$ cat src/rtl/platform_field.sv
// Platform generator and scroller: seven rising platforms that respawn at the bottom
// with LFSR-derived columns, plus a timed double-speed boost triggered by power landings.
module platform_field #(
  parameter int          TOP_Y       = 0,
  parameter int          BOTTOM_Y    = 480,
  parameter int          SCREEN_W    = 640,
  parameter int          PLAT_W      = 75,
  parameter int          BOOST_TICKS = 32,
  parameter logic [15:0] LFSR_SEED   = 16'hACE1
) (
  input  logic        clk,
  input  logic        rst,
  input  logic        platform_tick,
  input  logic        terminated,
  input  logic        power_signal,
  output logic [9:0]  p1_vpos,
  output logic [9:0]  p2_vpos,
  output logic [9:0]  p3_vpos,
  output logic [9:0]  p4_vpos,
  output logic [9:0]  p5_vpos,
  output logic [9:0]  p6_vpos,
  output logic [9:0]  p7_vpos,
  output logic [9:0]  p1_hpos,
  output logic [9:0]  p2_hpos,
  output logic [9:0]  p3_hpos,
  output logic [9:0]  p4_hpos,
  output logic [9:0]  p5_hpos,
  output logic [9:0]  p6_hpos,
  output logic [9:0]  p7_hpos,
  output logic [6:0]  is_power,
  output logic        boosting,
  output logic [15:0] respawn_count
);

  localparam int          CNT_W    = $clog2(BOOST_TICKS + 1);
  localparam logic [9:0]  TOP_V    = 10'(TOP_Y);
  localparam logic [9:0]  BOTTOM_V = 10'(BOTTOM_Y);
  localparam logic [9:0]  H_MAX    = 10'(SCREEN_W - PLAT_W);

  typedef enum logic [1:0] {RUN = 2'd0, BOOST = 2'd1, HALT = 2'd2} state_t;

  state_t           state_reg;
  logic [CNT_W-1:0] boost_cnt_reg;
  logic [15:0]      lfsr_reg;
  logic [15:0]      respawn_count_reg;
  logic [6:0]       power_reg;
  logic             power_prev_reg;

  logic [9:0]       speed;
  logic             scroll_en;
  logic             power_edge;
  logic [9:0]       respawn_h;
  logic             respawn_p;
  logic             lfsr_fb;
  logic [6:0]       respawn;
  logic [6:0]       power_next;
  logic [2:0]       respawn_num;
  logic [9:0]       vpos [7];
  logic [9:0]       hpos [7];

  assign speed      = (state_reg == BOOST) ? 10'd2 : 10'd1;
  assign scroll_en  = platform_tick && !terminated && (state_reg != HALT);
  assign power_edge = power_signal && !power_prev_reg;
  assign lfsr_fb    = lfsr_reg[15] ^ lfsr_reg[13] ^ lfsr_reg[12] ^ lfsr_reg[10];

  // Columns past the right edge fold back by 512 so every platform fits on screen.
  assign respawn_h  = (lfsr_reg[9:0] <= H_MAX) ? lfsr_reg[9:0] : lfsr_reg[9:0] - 10'd512;
  assign respawn_p  = &lfsr_reg[15:13];

  always_comb begin
    respawn_num = 3'd0;
    for (int i = 0; i < 7; i++) begin
      respawn_num = respawn_num + 3'(respawn[i]);
    end
  end

  for (genvar gi = 0; gi < 7; gi++) begin : g_plat
    logic [9:0] vpos_reg;
    logic [9:0] hpos_reg;

    // Wrap test precedes the subtraction so the row never underflows.
    assign respawn[gi]    = vpos_reg < (TOP_V + speed);
    assign power_next[gi] = respawn[gi] ? respawn_p : power_reg[gi];
    assign vpos[gi]       = vpos_reg;
    assign hpos[gi]       = hpos_reg;

    always_ff @(posedge clk) begin
      if (!rst) begin
        vpos_reg <= 10'(60 * (gi + 1));
        hpos_reg <= 10'(40 + 80 * gi);
      end else if (scroll_en) begin
        if (respawn[gi]) begin
          vpos_reg <= BOTTOM_V;
          hpos_reg <= respawn_h;
        end else begin
          vpos_reg <= vpos_reg - speed;
        end
      end
    end
  end

  always_ff @(posedge clk) begin
    if (!rst) begin
      state_reg         <= RUN;
      boost_cnt_reg     <= '0;
      lfsr_reg          <= LFSR_SEED;
      respawn_count_reg <= '0;
      power_reg         <= 7'b0001000;
      power_prev_reg    <= 1'b0;
    end else begin
      power_prev_reg <= power_signal;
      if (terminated) begin
        state_reg <= HALT;
      end else if (state_reg != HALT) begin
        if (platform_tick) begin
          power_reg         <= power_next;
          respawn_count_reg <= respawn_count_reg + 16'(respawn_num);
          if (|respawn) begin
            lfsr_reg <= {lfsr_reg[14:0], lfsr_fb};
          end
          if (state_reg == BOOST) begin
            boost_cnt_reg <= boost_cnt_reg - 1'b1;
            if (boost_cnt_reg == CNT_W'(1)) begin
              state_reg <= RUN;
            end
          end
        end
        // A power landing overrides the tick's effects on state, counter and flags.
        if (power_edge) begin
          state_reg     <= BOOST;
          boost_cnt_reg <= CNT_W'(BOOST_TICKS);
          power_reg     <= '0;
        end
      end
    end
  end

  assign p1_vpos       = vpos[0];
  assign p2_vpos       = vpos[1];
  assign p3_vpos       = vpos[2];
  assign p4_vpos       = vpos[3];
  assign p5_vpos       = vpos[4];
  assign p6_vpos       = vpos[5];
  assign p7_vpos       = vpos[6];
  assign p1_hpos       = hpos[0];
  assign p2_hpos       = hpos[1];
  assign p3_hpos       = hpos[2];
  assign p4_hpos       = hpos[3];
  assign p5_hpos       = hpos[4];
  assign p6_hpos       = hpos[5];
  assign p7_hpos       = hpos[6];
  assign is_power      = power_reg;
  assign boosting      = (state_reg == BOOST);
  assign respawn_count = respawn_count_reg;

endmodule
$ cat config.mk
export PLATFORM = sky130hd
export DESIGN_NAME = platform_field
export DESIGN_NICKNAME = d
export VERILOG_FILES = /design/src/rtl/platform_field.sv
export SDC_FILE = /design/constraint.sdc
export NUM_CORES = 1
export LEC_CHECK = 0
export CAP_MARGIN = 20
export CORE_ASPECT_RATIO = 0.8
export CORE_MARGIN = 5
export CORE_UTILIZATION = 47
export CTS_CLUSTER_SIZE = 20
export DETAILED_ROUTE_END_ITERATION = 8
export GPL_TIMING_DRIVEN = 1
export PLACE_DENSITY = 0.77
export SLEW_MARGIN = 40
export SYNTH_ARGS = -nofsm -noshare
export SYNTH_HDL_FRONTEND = slang
export SYNTH_SLANG_ARGS = --single-unit
$ cat constraint.sdc
create_clock -name clk -period 5.05 [get_ports clk]
set_input_delay 0.505 -clock clk [delete_from_list [all_inputs] [get_ports clk]]
set_output_delay 0.505 -clock clk [all_outputs]
set_load 0.02 [all_outputs]
### Word level (Yosys, flattened, before mapping)

Index checks and enable logic that the tools add are counted.

* bits in registers: 188
* bits of input ports: 5
* output and inout bits: 164

* add/subtract/negate cells: 16
* order comparisons: 8
* equal/unequal tests: 3
* muxes and demuxes: 27
* bitwise logic cells: 5
* reduce and logical (&&, ||, !) cells: 41

Operators by type and width (number)
* 10-bit two-way mux: 8
* 10-bit by 2-bit < comparator with 1-bit output: 7
* 10-bit by 2-bit subtractor with 10-bit output: 7
* 4-bit AND reduction: 11
* 2-bit nonzero test: 11
* 6-bit two-way mux: 3
* 16-bit by 3-bit adder with 16-bit output: 1
* 2-bit two-way mux: 7
* 7-bit two-way mux: 2
* 2-bit AND reduction: 7
* 3-bit by 1-bit adder with 3-bit output: 4
* 10-bit less-or-equal comparator (second input constant): 1
* 10-bit subtractor (second input constant): 1
* 3-bit nonzero test: 3
* 1-bit two-way mux: 7
* 7-bit OR reduction: 1
* 6-bit by 1-bit equality test with 1-bit output (second input constant): 1
* 3-bit AND reduction: 2
* 6-bit by 1-bit subtractor with 6-bit output (second input constant): 1
* 2-bit by 1-bit adder with 3-bit output: 1
* 1-bit logical AND: 3
* 1-bit bitwise XOR: 3
* 1-bit by 1-bit adder with 2-bit output: 1
* 2-bit by 1-bit equality test with 1-bit output (second input constant): 1
* other kinds (4): 6

### Depth between registers and ports, before layout

* depth in word-level cells: 10
* mapped depth: 20
* mapped depth without buffers: 19

### Worst setup path before layout

No wires, ideal clock.

* path kind: register -> register
* start: register state_reg[1]
* end: register respawn_count_reg[12], in the netlist respawn_count[12]
* library setup time: 0.128 ns
* arrival time: 5.349 ns
* required time: 4.922 ns
* slack: -0.427 ns
* cell stages (with the launch flop): 19
* path buffers: 0
* clock period less this slack: 5.477 ns
* cell sequence: dfxtp_1 nand2b_1 inv_1 fa_1 nand2b_1 and4bb_1 fa_1 inv_1 fa_1 inv_1 fa_1 ha_1 inv_1 fa_1 nor2b_1 o21ai_0 a2111oi_0 xnor2_1 nor2_1

* cells in the longest elaborated chain, start to end: 10
* elaborated cells between the ends (all ways): 18
* classes of those cells: add/sub: 7; order compare: 7; eq/ne: 2; mux: 1; reduce/logical: 1

Ends and longest elaborated chain
* start: declaration: RTL line 42 `state_t state_reg;`
* start signal: assignment: RTL line 104 `state_reg <= RUN;`
* start signal: assignment: RTL line 113 `state_reg <= HALT;`
* start signal: assignment: RTL line 124 `state_reg <= RUN;`
* 2-bit by 1-bit equality test with 1-bit output (*)
* net boosting: RTL line 31 `output logic boosting,`
* 2-bit two-way mux (*): RTL line 61 `assign speed = (state_reg == BOOST) ? 10'd2 : 10'd1;`
* 10-bit by 2-bit < comparator with 1-bit output: RTL line 82 `assign respawn[gi] = vpos_reg < (TOP_V + speed);`
* 1-bit by 1-bit adder with 2-bit output: RTL line 73 `respawn_num = respawn_num + 3'(respawn[i]);`
* 2-bit by 1-bit adder with 3-bit output: RTL line 73
* 3-bit by 1-bit adder with 3-bit output (3 in a row): RTL line 73
* 3-bit by 1-bit adder with 3-bit output (*): RTL line 73
* 16-bit by 3-bit adder with 16-bit output (*): RTL line 117 `respawn_count_reg <= respawn_count_reg + 16'(respawn_num);`
* end signal: assignment: RTL line 117
* end: declaration: RTL line 45 `logic [15:0] respawn_count_reg;`

The timed path passes the listed nets; every way through them passes the cells marked *.
A chain may end at the register's enable or synchronous reset.

### Worst setup path in the final report

* start: register state_reg[1]
* end: register respawn_count_reg[10], in the netlist respawn_count[10]

* cells in the longest elaborated chain, start to end: 10
* elaborated cells between the ends (all ways): 18
* classes of those cells: add/sub: 7; order compare: 7; eq/ne: 2; mux: 1; reduce/logical: 1

Ends and longest elaborated chain (RTL line)
* 2-bit by 1-bit equality test with 1-bit output: 61
* 2-bit two-way mux: 61
* 10-bit by 2-bit < comparator with 1-bit output: 82
* 1-bit by 1-bit adder with 2-bit output: 73
* 2-bit by 1-bit adder with 3-bit output: 73
* 3-bit by 1-bit adder with 3-bit output (4 in a row): 73
* 16-bit by 3-bit adder with 16-bit output: 117

Several ways; a longest one is shown, not always the timed one.

==> flow_summary.ini <==
[critical_path]
r2r_cells = 19
crit_path_end_kind = register
cp.arrival_ns = 5.18
crit_required_ns = 5.38
crit_type = reg -> reg
worstPathMaxFanout = 4
rrSetupSlack_ns = 0.19
timing.rr.end = respawn_count[10]
reg2reg_from = state_reg[1]
startpoint_type = register

[cells_and_area]
n_antenna_cell = 0
area_growth_pct = 30.19
final_common_cell = dfxtp_1
final_layout_size_suffix_gt1_share_pct = 7.250
finalNetCount = 1157
nFillCells = 1480
layout_common_cells = dfxtp_1, clkdlybuf4s50_1, nand2_1
postLayoutCoreUtil_pct = 62.61

[clocking]
clock-sinks = 188
cts_buffers = 17
post-cts-setup-buffers = 0
cts_tree = done
post_cts_resized = 0
cts.clk_slew.worst_paths_ns = 0.07
ctsHtreeMaxLevel = 4
ctsHoldBuffers = 0
cts_root_buf = clkbuf_16
worstSkewPairLatency_ns = 0.43
cts_buffer_depth = 2

[timing]
hold_viol_final = 0
clock-skew-final_ns = 0.009721
setup_tns_ns = 0
fin_crit_sh_pct = 96.18
slew_viol_final = 0
period_needed_ns = 4.857
setup_viol = 0
fmax_mhz = 205.9
worst-slew-pin-transition_ns = 0.8038
slew_headroom_pct = 46.28

[run]
max-cap-violations = 0

[die]
die_h_um = 129.5
die_w_um = 159.3
start_util_pct = 48.09
io-pin-count = 169
core_mm2 = 0.01743
die_area_mm2 = 0.02062
row_count = 43

[global_routing]
grt_max_degree = 75
grt.total_usage_pct = 22.00
grt_pass1_vias = 6981
globalRouteOverflowTotal = 0
antenna_found_initial = 0
grt_pass1_wl_mm = 36.94

[yosys]
synth_nets = 1004
yosysWarnings = 0
synth_edf_count = 0
ys_ff_latch = 188
synthArstFlopShare_pct = 0
avgSynthCellArea_um2 = 8.687
yosysSeqAreaShare_pct = 44.90
synth.cell_area_mm2 = 0.008383
syn_inst = 965
synth_ff_type = dfxtp_1
ys_types = 57

[place]
routabilityCongestion = 0.8824
io_buffers = 168
hpwl_mm = 16.55

[drt]
wl_mm = 23.25
wl_per_cell_um = 17.15
drt_first_pass_iters = 6
viasPerCell = 5.402
ant_nets = 0
drcViolationCount = 0
drt_iter0_markers = 470
vias = 7325

[worst_hold_path]
holdPathStages = 2
hold_path.class = reg -> reg
whs_endpoint = p7_hpos[1]
worstHoldStart = p7_hpos[1]

[run_status]
outcome = complete, no violations

[power]
p_leak_nw = 4.264
ir_worst_vdd_mv = 0.2008
powerDensity_mw_per_mm2 = 284.8
synth_stat cells (2+ instances only):
master / number / share of area (%)
nor2b_1: 8 / 0.60
nor3_1: 28 / 1.7
or3_1: 8 / 0.60
nand3_1: 43 / 2.6
or2_2: 2 / 0.15
xor2_1: 27 / 2.8
o31ai_1: 2 / 0.18
or4_1: 4 / 0.36
nand2_1: 145 / 6.5
mux2i_1: 55 / 6.6
nand4_1: 6 / 0.45
nor4_1: 13 / 0.97
nor4b_1: 4 / 0.42
nand4b_1: 2 / 0.21
a31oi_1: 2 / 0.15
and3_1: 3 / 0.22
a2111oi_0: 5 / 0.52
nor2_1: 111 / 5.0
and2_1: 7 / 0.52
clkbuf_1: 51 / 2.3
a311oi_1: 2 / 0.21
a211oi_1: 13 / 1.2
a21o_1: 5 / 0.45
nand3b_1: 7 / 0.63
o211ai_1: 3 / 0.27
nand2b_1: 7 / 0.52
inv_1: 36 / 1.6
buf_1: 2 / 0.090
buf_6: 3 / 0.40
or2_1: 2 / 0.15
ha_1: 23 / 3.4
xnor2_1: 29 / 3.0
dfxtp_1: 188 / 45
a21oi_1: 61 / 3.6
o21ai_0: 26 / 1.6
fa_1: 11 / 2.6
per-stage QoR:
step	instances	worst slack, ns	hold WS, ns	instance area [µm²]	power, W
4_1_cts	1355	0.02917	0.4568	10860	0.003121
3_5_place_dp	1323	0.05699	0.4466	10280	0.001802
6_report	1356	0.1929	0.4594	10910	0.003108
3_3_place_gp	1322	0.2492	0.4401	10260	0.001795
2_1_floorplan	965	0.01562	0.4384	8391	0.001709
5_1_grt	1356	-0.02173	0.4755	10910	0.003216
worst max-delay path by stage:
stage,startpoint,endpoint,slack [ns],cells past startpoint
after floorplan,state_reg[1],respawn_count[12],0.02,18
after global placement,state_reg[1],respawn_count[10],0.25,19
after detailed placement,state_reg[1],respawn_count[14],0.06,18
after CTS,state_reg[1],respawn_count[14],0.03,18
after global routing,state_reg[1],respawn_count[10],-0.02,19
final,state_reg[1],respawn_count[10],0.19,19
layout make-up:
class	instances	area [µm²]	share of cell area [%]
flip-flops and latches	188	3764	34.48
inverters	37	140.1	1.284
repair buffers	192	1869	17.13
clock buffers	17	425.4	3.898
multi-input cells	682	4279	39.21
clock inverters	15	155.1	1.422
well taps	225	281.5	2.579
cells by family (layout without fill, tap and decap cells):
group	count (synthesis)	after routing	share of synthesized area, %
AND/OR/NAND/NOR	412	412	23.03
flip-flops	188	188	44.90
AO/OA/AOI/OAI	125	125	8.866
buffers and inverters	95	261	4.731
XOR/XNOR	56	56	5.851
multiplexers	55	55	6.567
adder cells (fa/ha/maj)	34	34	6.060
power breakdown:
| part | internal, W | total [W] | switching (W) |
|---|---|---|---|
| combinational | 0.0000965 | 0.000246 | 0.000150 |
| sequential | 0.00150 | 0.00153 | 0.0000269 |
| clock | 0.000699 | 0.00133 | 0.000633 |
critical path, cell delays in order, from the launching register on:
cell,delay (ns)
dfxtp_1,0.31
nand2b_4,0.15
ha_1,0.21
fa_1,0.38
nand2b_1,0.13
and4bb_2,0.28
fa_1,0.50
inv_1,0.05
fa_1,0.53
inv_1,0.06
fa_1,0.55
ha_1,0.17
inv_1,0.05
fa_1,0.39
nor2b_1,0.17
o21ai_2,0.10
buf_4,0.16
a211oi_2,0.24
a21oi_1,0.10
a31o_2,0.22
metal layers:
metal | GRT usage (%) | vias to the layer above | share of wire [%]
met4 | 4.363 | 0 | 0.91
met2 | 35.09 | 228 | 46
met3 | 5.660 | 19 | 6.8
met1 | 30.62 | 3503 | 47
li1 | - | 3575 | -
met5 | 0 | - | 0
Note: power is estimated with default switching activity, not from simulation.
